**config.mk**
```make
export PLATFORM = sky130hd
export DESIGN_NAME = uart_rx_fifo_flat
export DESIGN_NICKNAME = d
export VERILOG_FILES = /design/src/rtl/uart_pkg.sv /design/src/rtl/uart_rx_fifo_if.sv /design/src/rtl/uart_sync_edge.sv /design/src/rtl/uart_rx_fifo.sv /design/src/flat_wrapper.sv
export SDC_FILE = /design/constraint.sdc
export NUM_CORES = 1
export LEC_CHECK = 0
export ABC_AREA = 0
export CAP_MARGIN = 20
export CORE_MARGIN = 5
export CORE_UTILIZATION = 55
export CTS_BUF_LIST = sky130_fd_sc_hd__clkbuf_4 sky130_fd_sc_hd__clkbuf_8
export DETAILED_ROUTE_END_ITERATION = 6
export GPL_ROUTABILITY_DRIVEN = 0
export MAX_ROUTING_LAYER = met4
export PLACE_DENSITY_LB_ADDON = 0.3
export SLEW_MARGIN = 10
export SYNTH_ARGS = -nofsm -noshare
export SYNTH_HDL_FRONTEND = slang
export SYNTH_SLANG_ARGS = --single-unit
```
**constraint.sdc**
```tcl
create_clock -name clk50m -period 2.66 [get_ports clk50m]
set_input_delay 0.399 -clock clk50m [delete_from_list [all_inputs] [get_ports clk50m]]
set_output_delay 0.399 -clock clk50m [all_outputs]
set_load 0.005 [all_outputs]
```
**src/rtl/uart_pkg.sv**
```systemverilog
// Purpose: shared UART constants and types for the RX byte path (and later the TX side).
// Latency: n/a, declarations only.
// Backpressure: n/a, declarations only.
// Contents: UART_BYTE_W, default FIFO depth (log2), default synchroniser length, byte type.
package uart_pkg;

  localparam int UART_BYTE_W          = 8;
  localparam int UART_DEPTH_LOG2_DEF  = 4;
  localparam int UART_SYNC_STAGES_DEF = 2;

  typedef logic [UART_BYTE_W-1:0] uart_byte_t;

endpackage

```
**src/rtl/uart_rx_fifo_if.sv**
```systemverilog
// Purpose: bundles the receiver-facing and host-facing signals of the RX byte FIFO.
// Latency: n/a, wiring only.
// Backpressure: none; a dropped byte is reported through the sticky overflow flag.
// Ports: master drives rxdata/dataok/rd_en/ovf_clr and observes status;
//        slave (the FIFO) drives rd_data/rd_valid/empty/full/count/overflow.
interface uart_rx_fifo_if #(
  parameter int DEPTH_LOG2 = uart_pkg::UART_DEPTH_LOG2_DEF
);
  import uart_pkg::*;

  uart_byte_t            rxdata;
  logic                  dataok;
  logic                  rd_en;
  logic                  ovf_clr;
  uart_byte_t            rd_data;
  logic                  rd_valid;
  logic                  empty;
  logic                  full;
  logic [DEPTH_LOG2:0]   count;
  logic                  overflow;

  modport master (
    output rxdata, dataok, rd_en, ovf_clr,
    input  rd_data, rd_valid, empty, full, count, overflow
  );

  modport slave (
    input  rxdata, dataok, rd_en, ovf_clr,
    output rd_data, rd_valid, empty, full, count, overflow
  );

endinterface

```
**src/rtl/uart_sync_edge.sv**
```systemverilog
// Purpose: STAGES-flop synchroniser plus history flop; gives the synced level and a rising-edge pulse.
// Latency: input high sampled at edge N => rise is high during the cycle after edge N+STAGES-1.
// Backpressure: none; a level held high produces exactly one rise pulse.
// Ports: clk50m, reset_n (async, active-low), din (async level), level (synced), rise (1-cycle pulse).
module uart_sync_edge import uart_pkg::*; #(
  parameter int STAGES = UART_SYNC_STAGES_DEF
) (
  input  logic clk50m,
  input  logic reset_n,
  input  logic din,
  output logic level,
  output logic rise
);

  logic [STAGES-1:0] sync_q;
  logic              hist_q;

  // All flops reset to 0, so an input already high at reset release
  // looks like a fresh rising edge.
  always_ff @(posedge clk50m or negedge reset_n) begin
    if (!reset_n) begin
      sync_q <= '0;
      hist_q <= 1'b0;
    end else begin
      sync_q <= {sync_q[STAGES-2:0], din};
      hist_q <= sync_q[STAGES-1];
    end
  end

  assign level = sync_q[STAGES-1];
  assign rise  = sync_q[STAGES-1] & ~hist_q;

endmodule

```
**src/rtl/uart_rx_fifo.sv**
```systemverilog
// Purpose: captures each UART byte once (dataok rising edge) into a circular FIFO read by the host.
// Latency: dataok seen at edge N => written at edge N+SYNC_STAGES; rd_en at edge M => rd_data/rd_valid after edge M.
// Backpressure: none upstream; a write into a full FIFO without a same-cycle read is dropped and sets sticky overflow.
// Ports: clk50m, reset_n (async, active-low), bus (slave: rxdata, dataok, rd_en, ovf_clr in;
//        rd_data, rd_valid, empty, full, count, overflow out).
module uart_rx_fifo import uart_pkg::*; #(
  parameter int DEPTH_LOG2  = UART_DEPTH_LOG2_DEF,
  parameter int SYNC_STAGES = UART_SYNC_STAGES_DEF
) (
  input  logic          clk50m,
  input  logic          reset_n,
  uart_rx_fifo_if.slave bus
);

  localparam int                    DEPTH    = 1 << DEPTH_LOG2;
  localparam int                    CNT_W    = DEPTH_LOG2 + 1;
  localparam logic [CNT_W-1:0]      CNT_ONE  = CNT_W'(1);
  localparam logic [CNT_W-1:0]      CNT_FULL = CNT_W'(DEPTH);
  localparam logic [DEPTH_LOG2-1:0] PTR_ONE  = DEPTH_LOG2'(1);

  uart_byte_t            mem [DEPTH];
  logic [DEPTH_LOG2-1:0] wr_ptr;
  logic [DEPTH_LOG2-1:0] rd_ptr;
  logic [CNT_W-1:0]      count_q;
  logic [CNT_W-1:0]      count_nxt;
  uart_byte_t            rd_data_q;
  logic                  rd_valid_q;
  logic                  empty_q;
  logic                  full_q;
  logic                  overflow_q;

  logic wr;
  logic do_rd;
  logic do_wr;
  logic drop;
  logic dataok_lvl_unused;

  // The synced level is not needed on the RX side; only the edge pulse is used.
  uart_sync_edge #(
    .STAGES (SYNC_STAGES)
  ) u_sync (
    .clk50m  (clk50m),
    .reset_n (reset_n),
    .din     (bus.dataok),
    .level   (dataok_lvl_unused),
    .rise    (wr)
  );

  // A read always succeeds when not empty. When full, that read frees the
  // slot the incoming byte needs, so the write is accepted in the same cycle.
  assign do_rd = bus.rd_en & ~empty_q;
  assign do_wr = wr & (~full_q | do_rd);
  assign drop  = wr & full_q & ~bus.rd_en;

  always_comb begin
    count_nxt = count_q;
    if (do_wr && !do_rd) begin
      count_nxt = count_q + CNT_ONE;
    end else if (do_rd && !do_wr) begin
      count_nxt = count_q - CNT_ONE;
    end
  end

  // rxdata has been stable since before dataok rose, so it is sampled
  // directly on the write cycle. Storage contents need no reset.
  always_ff @(posedge clk50m) begin
    if (do_wr) begin
      mem[wr_ptr] <= bus.rxdata;
    end
  end

  always_ff @(posedge clk50m or negedge reset_n) begin
    if (!reset_n) begin
      wr_ptr     <= '0;
      rd_ptr     <= '0;
      count_q    <= '0;
      rd_data_q  <= '0;
      rd_valid_q <= 1'b0;
      empty_q    <= 1'b1;
      full_q     <= 1'b0;
      overflow_q <= 1'b0;
    end else begin
      if (do_wr) begin
        wr_ptr <= wr_ptr + PTR_ONE;
      end
      if (do_rd) begin
        rd_ptr    <= rd_ptr + PTR_ONE;
        rd_data_q <= mem[rd_ptr];
      end
      rd_valid_q <= do_rd;
      count_q    <= count_nxt;
      // Flags come from the next-state count so they stay aligned with count.
      empty_q    <= (count_nxt == '0);
      full_q     <= (count_nxt == CNT_FULL);
      // A fresh drop beats a simultaneous clear.
      if (drop) begin
        overflow_q <= 1'b1;
      end else if (bus.ovf_clr) begin
        overflow_q <= 1'b0;
      end
    end
  end

  assign bus.rd_data  = rd_data_q;
  assign bus.rd_valid = rd_valid_q;
  assign bus.empty    = empty_q;
  assign bus.full     = full_q;
  assign bus.count    = count_q;
  assign bus.overflow = overflow_q;

endmodule

```
**src/flat_wrapper.sv**
```systemverilog
// flat-port wrapper written by rule: the top's interface ports become plain ports
module uart_rx_fifo_flat import uart_pkg::*;
#(
  parameter int DEPTH_LOG2  = UART_DEPTH_LOG2_DEF,
  parameter int SYNC_STAGES = UART_SYNC_STAGES_DEF
)
  (clk50m, reset_n, bus_rxdata, bus_dataok, bus_rd_en, bus_ovf_clr, bus_rd_data, bus_rd_valid, bus_empty, bus_full, bus_count, bus_overflow);
  uart_rx_fifo_if #(.DEPTH_LOG2(DEPTH_LOG2)) bus_i ();
  input  logic clk50m;
  input  logic reset_n;
  input wire logic [$bits(bus_i.rxdata)-1:0] bus_rxdata;
  input wire logic [$bits(bus_i.dataok)-1:0] bus_dataok;
  input wire logic [$bits(bus_i.rd_en)-1:0] bus_rd_en;
  input wire logic [$bits(bus_i.ovf_clr)-1:0] bus_ovf_clr;
  output wire logic [$bits(bus_i.rd_data)-1:0] bus_rd_data;
  output wire logic [$bits(bus_i.rd_valid)-1:0] bus_rd_valid;
  output wire logic [$bits(bus_i.empty)-1:0] bus_empty;
  output wire logic [$bits(bus_i.full)-1:0] bus_full;
  output wire logic [$bits(bus_i.count)-1:0] bus_count;
  output wire logic [$bits(bus_i.overflow)-1:0] bus_overflow;
  assign bus_i.rxdata = bus_rxdata;
  assign bus_i.dataok = bus_dataok;
  assign bus_i.rd_en = bus_rd_en;
  assign bus_i.ovf_clr = bus_ovf_clr;
  assign bus_rd_data = bus_i.rd_data;
  assign bus_rd_valid = bus_i.rd_valid;
  assign bus_empty = bus_i.empty;
  assign bus_full = bus_i.full;
  assign bus_count = bus_i.count;
  assign bus_overflow = bus_i.overflow;
  uart_rx_fifo #(.DEPTH_LOG2(DEPTH_LOG2), .SYNC_STAGES(SYNC_STAGES)) u_core (.clk50m(clk50m), .reset_n(reset_n), .bus(bus_i));
endmodule
```
==> results by group, run 1 <==
Outcome
  • Outcome: finished clean

Yosys
  • Warnings from Yosys: 0
  • Seq cells post-synth: 156
  • Syn nets: 368
  • Syn Area/Cell: 18.09 µm²
  • Synth Flop Type: edfxtp_1
  • Register area share after synthesis: 72.21%
  • Post-Synthesis Cell Area: 6295 µm²
  • Ys async rst share: 17.95%
  • Synth Instances: 348
  • EDFF count, synth: 128
  • Library cells used by synthesis: 39

Worst setup path
  • Critical path data required time: 2.74 ns
  • CP max FO: 12
  • Crit end category: flip-flop
  • Startpoint types: input pin
  • Worst R2R End: u_core.mem[1][1]$_DFFE_PP_
  • Max stage delay cell, worst path: clkdlybuf4s50_1
  • CP cell instances: clkdlybuf4s50_1 -> nand2b_4 -> a21oi_1 -> buf_4 -> nor3b_1 -> and2_1
  • CP Buf/Inv Count: 2
  • Top delay family on crit path: simple AND/OR/NAND/NOR gates
  • Max incr delay on CP: 0.54 ns
  • Critical path class: input pin to flip-flop
  • R2R depth: 5
  • Reg-to-reg slack, setup: 0.56 ns
  • Crit Reg-Reg Startpoint: u_core.u_sync.hist_q$_DFF_PN0_
  • Crit path DAT: 2.18 ns

Floorplanning
  • Initial Utilization: 55.60%
  • Row count: 39
  • Die Wd: 117.0 µm
  • Core ar.: 11320 µm²
  • Top Ports: 30
  • Die Area: 13680 µm²
  • Chip height: 117.0 µm

Power
  • Power density cells: 962.5 nW/µm²
  • Maximum vdd drop: 0.5875 mV
  • Static leakage: 0.002482 µW

Clock tree
  • CTS sink cnt: 156
  • Post-CTS Resized: 0
  • Post-CTS Repair Setup Buffers: 0
  • Num CTS Buffers: 17
  • Clock transition at path regs: 0.08 ns
  • Root Buffer: clkbuf_8
  • H-tree levels: 4
  • Worst-Skew Late Latency: 0.43 ns
  • CTS tree: done
  • Post-cts hold buffer count: 0
  • Max Root-Sink Buffers: 2

Layout
  • Register area: 4547 µm²
  • Multi-input logic area: 1585 µm²
  • Most frequent cells in the layout: 128 x edfxtp_1, 29 x clkdlybuf4s50_1, 26 x dfrtp_1
  • Nets: 410
  • Commonest non-fill, non-tap cell in the layout: edfxtp_1
  • Area growth, synth to finish: 12.56%
  • Final instance area: 7086 µm²
  • Diode count: 0
  • Fraction of layout cells with a size suffix above 1: 16.38%
  • Final-layout fill cell count: 823

Placed design
  • Port bufs: 29
  • Dpl hpwl: 8081 µm
  • Area of placed instances: 6734 µm²

Routing
  • Routed len/inst: 21.48 µm
  • Drt via density: 5.756
  • Pre-antenna DRT Iters: 5
  • Vias post-DR: 3143
  • Residual DRC: 0
  • Total wire length: 11730 µm
  • Drt initial violations: 214
  • DR WL met3: 681 µm
  • Uppermost layer routed: met4
  • Final ANT Viol Nets: 0
  • WL met1: 4991 µm
  • WL met2: 5872 µm

Timing
  • Slew HR: 48.49%
  • Final setup fails: 0
  • Peak Freq: 475.5 MHz
  • Skew final: 0.01331 ns
  • Minimum clock period: 2.103 ns
  • Fin. Hold Viols: 0
  • Pins Over Slew Limit: 0
  • Setup_tns: 0 ns
  • RSZ-0062 raised after global routing: no
  • Final worst path period share: 79.06%
  • Worst Tran Pin Value: 0.7702 ns

Min path
  • Hold Path Stages: 0
  • Hold EP: u_core.u_sync.sync_q[1]$_DFF_PN0_
  • Hold crit path type: flip-flop to flip-flop
  • Start point of the worst hold path: u_core.u_sync.sync_q[0]$_DFF_PN0_

Global route
  • Total track usage: 19.47%
  • Total gr overflow: 0
  • First-pass GRT wire length: 18560 µm
  • Initial antenna violation count: 0
  • Vias in the first global route: 3321
  • Largest net degree at the start of global routing: 29

Run
  • MaxCap Viol Count: 0
[synthesized netlist by cell type (2+ instances only)]
master,count,area share [%]
a21oi_1,11,0.87
a221oi_1,3,0.42
a22o_1,5,0.70
and2_1,15,1.5
and3_1,2,0.20
and4_1,4,0.56
buf_2,7,0.56
buf_4,5,0.60
buf_6,3,0.54
clkbuf_1,2,0.12
dfrtp_1,27,11
edfxtp_1,128,61
ha_1,7,1.4
inv_1,8,0.48
mux2_2,6,1.1
mux2i_1,20,3.2
mux4_1,10,4.2
mux4_2,14,5.0
nand2_1,15,0.89
nor2_1,14,0.83
nor3_1,6,0.48
nor4_1,3,0.30
o21ai_0,6,0.48
o21ai_1,4,0.32
xnor2_1,9,1.3
[worst reg2reg max path: stages (launching register included)]
cell	delay, ns
dfrtp_1	0.36
nand2b_1	0.22
a21oi_1	0.17
buf_4	0.20
nor3b_1	0.35
and2_1	0.44
[registers in the layout (all words and copies together) (netlist names)]
name / count
u_core.bus.overflow: 1
u_core.wr_ptr: 4
u_core.bus.full: 1
u_core.u_sync.sync_q: 2
u_core.mem: 128
u_core.rd_ptr: 4
u_core.bus.count: 5
u_core.bus.rd_valid: 1
u_core.bus.rd_data: 8
u_core.u_sync.hist_q: 1
u_core.bus.empty: 1
[power breakdown]
group | leakage, µW | internal [µW] | switching, µW
sequential | 0.00149 | 2920 | 314
combinational | 0.000816 | 1060 | 954
clock | 0.000177 | 746 | 821
total | 0.00248 | 4730 | 2090
[kinds of logic after synthesis]
group,after synthesis,synth area share [%]
buffers and inverters,26,2.604
AND/OR/NAND/NOR,67,5.784
XOR/XNOR,10,1.391
multiplexers,50,13.44
flip-flops,156,72.21
adder cells (fa/ha/maj),7,1.391
AO/OA/AOI/OAI,32,3.180
[cell type report]
type | instances | share of cell area (%)
Clock inverter | 13 | 1.448
Multi-Input combinational cell | 166 | 22.37
Clock buffer | 19 | 3.514
Tap cell | 143 | 2.525
Inverter | 8 | 0.4238
Timing Repair Buffer | 41 | 5.545
Sequential cell | 156 | 64.17
[layer usage]
layer	vias up	GRT usage, %
met5	-	-
met4	0	7.416
met3	15	4.319
met2	108	29.65
met1	1580	26.03
li1	1440	-
[stage by stage]
stage	power, µW	setup WS, ns	cells	util [%]	hold WS, ns
after detailed placement	5331	0.07999	514	59.48	0.3411
final	6820	0.5571	546	62.59	0.3580
after global placement	5268	0.2128	514	59.48	0.3326
after floorplan	4642	0.8586	348	-	0.1034
after CTS	6881	0.5343	546	62.59	0.3603
after global routing	7195	0.4038	546	62.59	0.3831
[how the worst max path moves through the flow]
stage                                 end  slack, ns                            from  cells past startpoint
3_5_place_dp   u_core.mem[1][4]$_DFFE_PP_       0.08                       bus_rd_en                      6
5_1_grt        u_core.mem[3][1]$_DFFE_PP_       0.40  u_core.u_sync.hist_q$_DFF_PN0_                      5
3_3_place_gp   u_core.mem[2][1]$_DFFE_PP_       0.21                       bus_rd_en                      6
6_report       u_core.mem[1][1]$_DFFE_PP_       0.56                       bus_rd_en                      6
4_1_cts        u_core.mem[1][1]$_DFFE_PP_       0.53  u_core.u_sync.hist_q$_DFF_PN0_                      5
2_1_floorplan  u_core.mem[7][0]$_DFFE_PP_       0.86      u_core.bus.empty$_DFF_PN1_                      7
No activity file was read; power rests on OpenSTA's default activity.
==> run 2, diff against run 1 <==
==> constraint.sdc (replaced) <==
create_clock -name clk50m -period 2.05 [get_ports clk50m]
set_input_delay 0.3075 -clock clk50m [delete_from_list [all_inputs] [get_ports clk50m]]
set_output_delay 0.3075 -clock clk50m [all_outputs]
set_load 0.005 [all_outputs]
==> run 2 against run 1 <==
  * Non-clock buffer count is 18 higher
  * Worst setup slack got worse by 0.42 ns
  * Critical path type is now flip-flop to flip-flop
  * Sequential power is 27% higher
  * First-iteration DRC count down 0.93%
  * Register-to-register slack worse by 0.42 ns
  * Routed wire length increased by 0.72%
  * Cell count grew 3.3%
  * Via count grew 2.9%
  * Global-route usage increased by 0.40 points
  * Worst hold slack got worse by 0.10 ns
==> results by group, run 2 (same netlist as run 1, synthesis figures left out) <==
Outcome
  • Outcome: finished clean

Layout
  • Final-layout fill cell count: 780 (-5.2%)
  • Multi-input logic area: 1595 µm² (+0.63%)
  • Nets: 428 (+4.4%)
  • Fraction of layout cells with a size suffix above 1: 20.67% (+4.3 points)
  • Commonest non-fill, non-tap cell in the layout: edfxtp_1
  • Finished Layout Cells: 564 (+3.3%)
  • Area growth, synth to finish: 19.14%
  • Core Util, Final: 66.25% (+3.7 points)
  • Most frequent cells in the layout: 128 x edfxtp_1, 29 x clkdlybuf4s50_1, 26 x dfrtp_1
  • Number of flip-flops in the largest register: 128 (unchanged)
  • Diode count: 0 (unchanged)
  • Register area: 4547 µm² (unchanged)
  • Most flops, register: u_core.mem

Timing
  • Skew final: 0.01753 ns (+0.004217 ns)
  • Slew HR: 59.39% (+11 points)
  • Final worst path period share: 93.45%
  • Fin. Hold Viols: 0 (unchanged)
  • Final setup fails: 0 (unchanged)
  • Minimum clock period: 1.916 ns
  • Peak Freq: 522.0 MHz
  • Worst Tran Pin Value: 0.6072 ns (-0.1630 ns)
  • Hold WS: 0.2553 ns (-0.1027 ns)
  • Pins Over Slew Limit: 0 (unchanged)
  • Setup_tns: 0 ns (unchanged)
  • RSZ-0062 raised after global routing: no

Power
  • Maximum vdd drop: 0.8772 mV (+49%)
  • Power density cells: 1238 nW/µm² (+29%)
  • Clk pwr share: 24.5% (+1.5 points)
  • Power share of the combinational group: 31.0% (+1.4 points)
  • Internal power: 6512 µW (+38%)
  • Total power draw: 9287 µW (+36%)
  • Sequential power share: 44.4% (-3.1 points)
  • Static leakage: 0.002660 µW (+7.2%)
  • Switching pwr: 2775 µW (+33%)
  • Switching fraction of total power: 29.88% (-0.75 points)

Routing
  • Pre-antenna DRT Iters: 4 (-1)
  • Vias post-DR: 3233 (+2.9%)
  • Residual DRC: 0 (unchanged)
  • Final ANT Viol Nets: 0 (unchanged)
  • Routed len/inst: 20.94 µm (-2.5%)
  • Drt via density: 5.732 (-0.42%)
  • Drt initial violations: 212 (-0.93%)
  • Total wire length: 11810 µm (+0.72%)

Clock tree
  • CTS sink cnt: 156 (unchanged)
  • Clock transition at path regs: 0.08 ns (about the same)
  • Post-cts hold buffer count: 0 (unchanged)
  • Root Buffer: clkbuf_8
  • Max Root-Sink Buffers: 2 (unchanged)
  • H-tree levels: 4 (unchanged)
  • CTS tree: done
  • Num CTS Buffers: 17 (unchanged)
  • Worst-Skew Late Latency: 0.44 ns (about the same)

Global route
  • Global-route met3 utilization: 4.524% (+0.21 points)
  • GR peak layer: met2
  • Largest net degree at the start of global routing: 30 (+3.4%)
  • Grt met2 use: 31.21% (+1.6 points)
  • Grt met1 use: 25.83% (-0.20 points)
  • Vias in the first global route: 3433 (+3.4%)
  • First-pass GRT wire length: 18840 µm (+1.5%)
  • Initial antenna violation count: 0 (unchanged)
  • Total track usage: 19.87% (+0.40 points)
  • Total gr overflow: 0 (unchanged)

Floorplanning
  • Core ar.: 11320 µm² (unchanged)
  • Die Wd: 117.0 µm (unchanged)
  • Row count: 39 (unchanged)
  • Initial Utilization: 55.60% (unchanged)
  • Chip height: 117.0 µm (unchanged)
  • Top Ports: 30 (unchanged)
  • Die Area: 13680 µm² (unchanged)

Min path
  • Hold crit path type: input pin to async pin

Placed design
  • Dpl hpwl: 7833 µm (-3.1%)
  • Placed insts: 532 (+3.5%)
  • Port bufs: 29 (unchanged)

Run
  • MaxCap Viol Count: 0 (unchanged)

Worst setup path
  • Critical path data required time: 2.36 ns (-0.38 ns)
  • Startpoint types: flip-flop
  • Crit end category: flip-flop
  • Crit path DAT: 2.23 ns (+0.05 ns)
  • R2R depth: 6 (+1)
  • Crit Reg-Reg Startpoint: u_core.rd_ptr[0]$_DFFE_PN0P_
  • Reg-to-reg slack, setup: 0.13 ns (-0.42 ns)
  • Worst R2R End: u_core.bus.rd_data[2]$_DFFE_PN0P_
  • CP max FO: 12 (unchanged)
  • Critical path class: flip-flop to flip-flop
==> run 2: power groups by stage <==
stage | logic [µW] | clock network [µW] | registers, µW
6_report | 2880 | 2280 | 4130
5_1_grt | 3140 | 2480 | 4180
4_1_cts | 2900 | 2330 | 4120
3_5_place_dp | 2890 | 0 | 4190
3_3_place_gp | 2830 | 0 | 4170
2_1_floorplan | 1980 | 0 | 4040
==> run 2: stage by stage <==
step / setup WS (ns) / instance area (µm²)
after floorplan: 0.2486 / 6295
after global placement: -0.1537 / 7082
after detailed placement: -0.1579 / 7082
after CTS: 0.07333 / 7486
after global routing: 0.009550 / 7500
final: 0.1342 / 7500
==> run 2: layer usage <==
layer,up-vias,routed length [µm]
li1,1476,-
met1,1650,4941
met2,89,6033
met3,18,628
met4,0,208
met5,-,0
==> run 2: worst max path at each step <==
stage,startpoint,to,cells after the start
finish,u_core.rd_ptr[0]$_DFFE_PN0P_,u_core.bus.rd_data[2]$_DFFE_PN0P_,6
global route,u_core.rd_ptr[0]$_DFFE_PN0P_,u_core.bus.rd_data[1]$_DFFE_PN0P_,6
CTS,u_core.rd_ptr[0]$_DFFE_PN0P_,u_core.bus.rd_data[4]$_DFFE_PN0P_,5
detailed placement,bus_rd_en,u_core.mem[3][1]$_DFFE_PP_,7
global placement,bus_rd_en,u_core.mem[3][1]$_DFFE_PP_,7
floorplan,u_core.bus.empty$_DFF_PN1_,u_core.mem[7][0]$_DFFE_PP_,7
==> run 2: worst max-delay path, cell delays in order, from the launching register on <==
cell	delay, ns
dfrtp_1	0.45
buf_6	0.23
mux4_1	0.61
mux2i_1	0.17
nor2_1	0.06
a21oi_1	0.17
o21ai_0	0.10
==> run 2: area by class of cell <==
cell class                 count  area share [%]
timing repair buffer          59           9.927
clock buffer                  22           3.871
sequential                   156           60.63
multi-input combinational    166           21.27
tap                          143           2.386
inverter                       8          0.4004
clock inverter                10           1.518
==> run 2: timing repair <==
action | 4_1_cts | 5_1_grt
endpoints found under the hold margin | 0 | 0
gates resized for setup | 0 | 3
setup buffers | 0 | 0
endpoints found under the setup margin | 0 | 4
